===== config.mk =====
export PLATFORM = sky130hd
export DESIGN_NAME = program_memory_loader
export DESIGN_NICKNAME = d
export VERILOG_FILES = /design/src/rtl/program_loader_pkg.sv /design/src/rtl/byte_word_packer.sv /design/src/rtl/program_memory_loader.sv
export SDC_FILE = /design/constraint.sdc
export NUM_CORES = 1
export LEC_CHECK = 0
export ABC_AREA = 1
export CORE_MARGIN = 10
export CORE_UTILIZATION = 44
export DETAILED_ROUTE_END_ITERATION = 8
export DONT_BUFFER_PORTS = 1
export RECOVER_POWER = 25
export SLEW_MARGIN = 5
export SYNTH_ARGS = -nofsm -noshare
export SYNTH_HDL_FRONTEND = slang
export SYNTH_SLANG_ARGS = --single-unit

===== constraint.sdc =====
create_clock -name clk -period 2.2 [get_ports clk]
set_input_delay 0.44 -clock clk [delete_from_list [all_inputs] [get_ports clk]]
set_output_delay 0.44 -clock clk [all_outputs]
set_load 0.02 [all_outputs]

===== src/rtl/program_loader_pkg.sv =====
// Shared definitions for the program memory loader: FSM encoding,
// bytes-per-word helper and the word-aligned address step.
package program_loader_pkg;

    localparam logic [1:0] ST_IDLE  = 2'd0;
    localparam logic [1:0] ST_RECV  = 2'd1;
    localparam logic [1:0] ST_WRITE = 2'd2;
    localparam logic [1:0] ST_DONE  = 2'd3;

    typedef enum logic [1:0] {
        IDLE  = ST_IDLE,
        RECV  = ST_RECV,
        WRITE = ST_WRITE,
        DONE  = ST_DONE
    } loader_state_t;

    // Byte address step between consecutive instruction words.
    localparam int ADDR_INCREMENT = 4;

    function automatic int bytes_per_word(input int data_width);
        return data_width / 8;
    endfunction

endpackage


===== src/rtl/byte_word_packer.sv =====
// Shifts bytes into an instruction word, most significant byte first,
// and flags when a full word has been collected.
module byte_word_packer
    import program_loader_pkg::*;
#(
    parameter int DATA_WIDTH = 32
) (
    input  logic                  clk,
    input  logic                  srst,
    input  logic                  clear,
    input  logic                  shift_en,
    input  logic [7:0]            byte_in,
    output logic [DATA_WIDTH-1:0] word_next,
    output logic                  word_full,
    output logic                  last_byte
);

    localparam int BPW = bytes_per_word(DATA_WIDTH);
    localparam int CW  = $clog2(BPW + 1);

    logic [DATA_WIDTH-1:0] word_reg;
    logic [CW-1:0]         count_reg;
    logic                  full_reg;

    // Each byte lane takes the lane below it; lane 0 takes the new byte.
    generate
        for (genvar gi = 0; gi < BPW; gi++) begin : g_lane
            if (gi == 0) begin : g_first
                assign word_next[7:0] = byte_in;
            end else begin : g_shift
                assign word_next[8*gi +: 8] = word_reg[8*(gi-1) +: 8];
            end
        end
    endgenerate

    assign last_byte = (count_reg == CW'(BPW - 1));
    assign word_full = full_reg;

    always_ff @(posedge clk) begin
        if (srst || clear) begin
            word_reg  <= '0;
            count_reg <= '0;
            full_reg  <= 1'b0;
        end else if (shift_en && !full_reg) begin
            word_reg  <= word_next;
            count_reg <= count_reg + 1'b1;
            full_reg  <= last_byte;
        end
    end

endmodule


===== src/rtl/program_memory_loader.sv =====
// Loads a byte-streamed program into instruction memory, holding the CPU
// in reset for the duration and reporting completion or a bad word count.
module program_memory_loader
    import program_loader_pkg::*;
#(
    parameter int                    MEMORY_DEPTH = 32,
    parameter int                    DATA_WIDTH   = 32,
    parameter logic [DATA_WIDTH-1:0] BASE_ADDRESS = '0,
    parameter int                    COUNT_WIDTH  = 16
) (
    input  logic                   clk,
    input  logic                   reset,
    input  logic                   start_i,
    input  logic [COUNT_WIDTH-1:0] word_count_i,
    input  logic [7:0]             byte_i,
    input  logic                   byte_valid_i,
    output logic                   byte_ready_o,
    output logic                   mem_we_o,
    output logic [DATA_WIDTH-1:0]  mem_address_o,
    output logic [DATA_WIDTH-1:0]  mem_data_o,
    output logic                   busy_o,
    output logic                   cpu_hold_o,
    output logic                   done_o,
    output logic                   error_o
);

    localparam logic [COUNT_WIDTH:0] DEPTH_LIMIT = (COUNT_WIDTH + 1)'(MEMORY_DEPTH);

    loader_state_t          state_reg, state_next;
    logic [COUNT_WIDTH-1:0] count_reg, count_next;
    logic [COUNT_WIDTH-1:0] words_reg, words_next;
    logic [DATA_WIDTH-1:0]  addr_reg, addr_next;
    logic                   ready_reg, ready_next;
    logic                   we_reg, we_next;
    logic [DATA_WIDTH-1:0]  mem_addr_reg, mem_addr_next;
    logic [DATA_WIDTH-1:0]  mem_data_reg, mem_data_next;
    logic                   busy_reg, busy_next;
    logic                   done_reg, done_next;
    logic                   error_reg, error_next;

    logic                   xfer;
    logic                   packer_clear;
    logic [DATA_WIDTH-1:0]  packed_word;
    logic                   word_full;
    logic                   last_byte;
    logic [COUNT_WIDTH-1:0] words_inc;

    assign xfer      = byte_valid_i && ready_reg;
    assign words_inc = words_reg + 1'b1;

    byte_word_packer #(
        .DATA_WIDTH(DATA_WIDTH)
    ) u_packer (
        .clk       (clk),
        .srst      (reset),
        .clear     (packer_clear),
        .shift_en  (xfer),
        .byte_in   (byte_i),
        .word_next (packed_word),
        .word_full (word_full),
        .last_byte (last_byte)
    );

    always_ff @(posedge clk) begin
        if (reset) begin
            state_reg    <= IDLE;
            count_reg    <= '0;
            words_reg    <= '0;
            addr_reg     <= '0;
            ready_reg    <= 1'b0;
            we_reg       <= 1'b0;
            mem_addr_reg <= '0;
            mem_data_reg <= '0;
            busy_reg     <= 1'b0;
            done_reg     <= 1'b0;
            error_reg    <= 1'b0;
        end else begin
            state_reg    <= state_next;
            count_reg    <= count_next;
            words_reg    <= words_next;
            addr_reg     <= addr_next;
            ready_reg    <= ready_next;
            we_reg       <= we_next;
            mem_addr_reg <= mem_addr_next;
            mem_data_reg <= mem_data_next;
            busy_reg     <= busy_next;
            done_reg     <= done_next;
            error_reg    <= error_next;
        end
    end

    always_comb begin
        state_next    = state_reg;
        count_next    = count_reg;
        words_next    = words_reg;
        addr_next     = addr_reg;
        ready_next    = ready_reg;
        we_next       = 1'b0;
        mem_addr_next = mem_addr_reg;
        mem_data_next = mem_data_reg;
        busy_next     = busy_reg;
        done_next     = 1'b0;
        error_next    = error_reg;
        packer_clear  = 1'b0;

        case (state_reg)
            IDLE: begin
                ready_next = 1'b0;
                busy_next  = 1'b0;
                if (start_i) begin
                    if (word_count_i == '0) begin
                        error_next = 1'b0;
                        done_next  = 1'b1;
                        state_next = DONE;
                    end else if ({1'b0, word_count_i} > DEPTH_LIMIT) begin
                        error_next = 1'b1;
                    end else begin
                        count_next = word_count_i;
                        words_next = '0;
                        addr_next  = BASE_ADDRESS;
                        error_next = 1'b0;
                        busy_next  = 1'b1;
                        ready_next = 1'b1;
                        state_next = RECV;
                    end
                end
            end
            RECV: begin
                // The write strobe and its payload are registered on the same
                // edge that accepts the final byte of the word.
                if (xfer && last_byte && !word_full) begin
                    ready_next    = 1'b0;
                    we_next       = 1'b1;
                    mem_addr_next = addr_reg;
                    mem_data_next = packed_word;
                    state_next    = WRITE;
                end
            end
            WRITE: begin
                packer_clear = 1'b1;
                addr_next    = addr_reg + DATA_WIDTH'(ADDR_INCREMENT);
                words_next   = words_inc;
                if (words_inc == count_reg) begin
                    done_next  = 1'b1;
                    state_next = DONE;
                end else begin
                    ready_next = 1'b1;
                    state_next = RECV;
                end
            end
            DONE: begin
                busy_next  = 1'b0;
                ready_next = 1'b0;
                state_next = IDLE;
            end
            default: begin
                state_next = IDLE;
            end
        endcase
    end

    assign byte_ready_o  = ready_reg;
    assign mem_we_o      = we_reg;
    assign mem_address_o = mem_addr_reg;
    assign mem_data_o    = mem_data_reg;
    assign busy_o        = busy_reg;
    assign cpu_hold_o    = busy_reg;
    assign done_o        = done_reg;
    assign error_o       = error_reg;

endmodule


==> out/qor.txt <==
EDFF count, synth -> 0
Area Overhead vs Synth -> 11.9%
Diode count -> 0
Synth Instances -> 1048
CP Capture Type -> register
Yosys Warn Count -> 0
First-pass GRT wire length -> 31400 µm
Fin nets -> 1082
Via density -> 5.15
Fmax -> 507 MHz
Final setup skew -> 0.00911 ns
# IOs -> 98
# setup viols final -> 0
Hold Startpoint -> reset
Final instance area -> 8200 µm²
Cell type with the largest total area after synthesis -> dfxtp_1
Final GP Congestion -> 0.917
Initial Utilization -> 0.445
Final-report hold violation count -> 0
CP Max Fanout -> 5
Met1 wire length -> 8890 µm
Max Slew Vio Count -> 0
Die Height -> 149 µm
# H-tree levels -> 4
Max Cap Violations -> 0
WP data arrival -> 2.34 ns
Post-detail-place hpwl -> 13500 µm
CTS tree -> built
Layout cells sized above 1 -> 0.0813
Global route total overflow -> 0
R2r startpoint -> addr_reg[3]
Number of flip-flops in the largest register -> 32
Leading cell types by total area after synthesis -> dfxtp_1, nand2_1, nor2_1
Fin Setup TNS -> 0 ns
Top-count cell post-synth -> nand2_1
Worst VDD drop -> 1.10 mV
Clock-pin slew on the worst setup and hold paths -> 0.07 ns
Die W -> 149 µm
Metal2 WL -> 8320 µm
Worst slew margin -> 0.602
Commonest register cell after synthesis -> dfxtp_1
Vias -> 6576
CTS root buf -> clkbuf_16
Final min period -> 1.97 ns
Vias in the first global route -> 6119
GRT Total Usage -> 0.172
Worst hold margin -> 0.0823 ns
Most frequent cells after synthesis -> nand2_1, nor2_1, dfxtp_1, o21ai_0, inv_1
Post-synthesis sequential area ratio -> 0.434
Area occupied by multi-input gates -> 3560 µm²
DP Area -> 7600 µm²
DR WL met3 -> 1540 µm
Cell count after placement -> 1245
Core area -> 16500 µm²
Port bufs -> 0
Clock Latency Late Sink -> 0.43 ns
Antenna violations before repair -> 0
DRT Wirelength -> 19000 µm
Wirelength per Cell -> 14.9 µm
DRC viols -> 0
Antenna viol nets, final -> 0
Status -> finished, final reports clean
Least-Margin Pin Slew -> 0.592 ns
Uppermost layer routed -> met4
Pwr Density -> 1100 nW/µm²
Critical path required time -> 2.56 ns
Critical R2R Capture -> addr_reg[18]
Final period util -> 0.897
Register area -> 3180 µm²
Number of distinct library cells after synthesis -> 40
Hold path endpoint -> mem_we_o
Hold path depth -> 1
Fillers -> 1726
FFs w/ async S/R, synth -> 0
Lkg Pwr -> 0.00327 µW
Layout Cells excl Fill -> 1278
CP Launch Type -> register
Number of synthesized register bits -> 159
CTS Buf Count -> 17
Share of Yosys cell area claimed by the top area cell type -> 0.434
Reg2reg path depth -> 10
# clock sinks -> 159
HP Class -> in -> reg
Syn_area_per_cell -> 7.00 µm²
Largest net degree at the start of global routing -> 68
Synth Cell Area -> 7330 µm²
R2r setup slk -> 0.23 ns
Total iterations of the first detailed-routing run -> 4
DR iter-0 viols -> 528
CTS Buffer Depth -> 2
Critical path class -> reg -> reg
Cell Rows -> 47
Die area -> 22200 µm²
cell usage in the layout (no fill, tap or decap), types with 4 or more instances in the layout:
cell type / synthesis / routed
nor2_2: 7 / 6
xor2_1: 11 / 11
nand4_1: 27 / 27
clkbuf_16: 0 / 17
nor2_4: 3 / 5
a21oi_1: 71 / 71
dfxtp_1: 159 / 158
buf_4: 7 / 21
o21ai_0: 107 / 107
nor2_1: 186 / 185
inv_1: 92 / 91
inv_6: 0 / 5
ha_1: 9 / 8
nand2_1: 187 / 187
buf_12: 0 / 4
nand3_1: 67 / 67
inv_2: 3 / 4
nor3_1: 39 / 39
per-stage QoR:
stage	setup WS (ns)	util	power, µW
final	0.226	0.498	9040
after global routing	-0.00851	0.498	9620
after CTS	0.175	0.497	9090
after detailed placement	0.172	0.462	6140
after global placement	0.234	0.462	6130
after floorplan	0.364	-	5550
cell families after synthesis:
logic type	after synthesis	share of synthesized area
and+or+nand+nor	531	0.314
AOI/OAI and AO/OA	189	0.134
DFF	159	0.434
buffers and inverters	144	0.0826
xor gates and xnor gates	15	0.0198
adders and majority gates	9	0.0154
other	1	0.000511
worst max path at each step:
stage / slack (ns) / start / to / cells after the start
CTS: 0.17 / words_reg[0] / state_reg[1] / 13
global route: -0.009 / words_reg[1] / byte_ready_o / 12
floorplan: 0.36 / word_count_i[8] / addr_reg[23] / 12
detailed placement: 0.17 / words_reg[0] / state_reg[1] / 13
finish: 0.23 / addr_reg[3] / addr_reg[18] / 10
global placement: 0.23 / words_reg[0] / state_reg[1] / 13
cell type report:
cell class / instances / area share
clock buffers: 18 / 0.0535
clock inverters: 14 / 0.0178
inverters: 96 / 0.0442
multi-input cells: 746 / 0.434
flip-flops and latches: 159 / 0.388
well taps: 220 / 0.0336
repair buffers: 25 / 0.0290
timing repair:
action / in CTS / in global routing
endpoints found under the setup margin: 0 / 3
resized for setup: 0 / 4
hold buffers: 0 / 0
buffers inserted: 0 / 1
hold endpoints to repair: 0 / 0
critical path, stage by stage (launching register included):
cell and delay (ns):
dfxtp_1 0.43, ha_1 0.28, inv_1 0.09, nor3_1 0.20, buf_4 0.17, inv_1 0.06
nor2_1 0.15, nand3_1 0.12, xnor2_1 0.18, nand3_1 0.09, a21oi_1 0.13
report_power, final:
part / total (µW) / switching (µW) / internal [µW]
registers: 3470 / 314 / 3160
logic: 2610 / 1730 / 879
clock network: 2950 / 1320 / 1630
total: 9040 / 3370 / 5670
layer usage:
layer	up-vias	track usage
met3	25	0.0613
met2	148	0.258
met4	0	0.0559
li1	3414	-
met1	2989	0.224
met5	-	0
(Power assumes the default switching activity.)
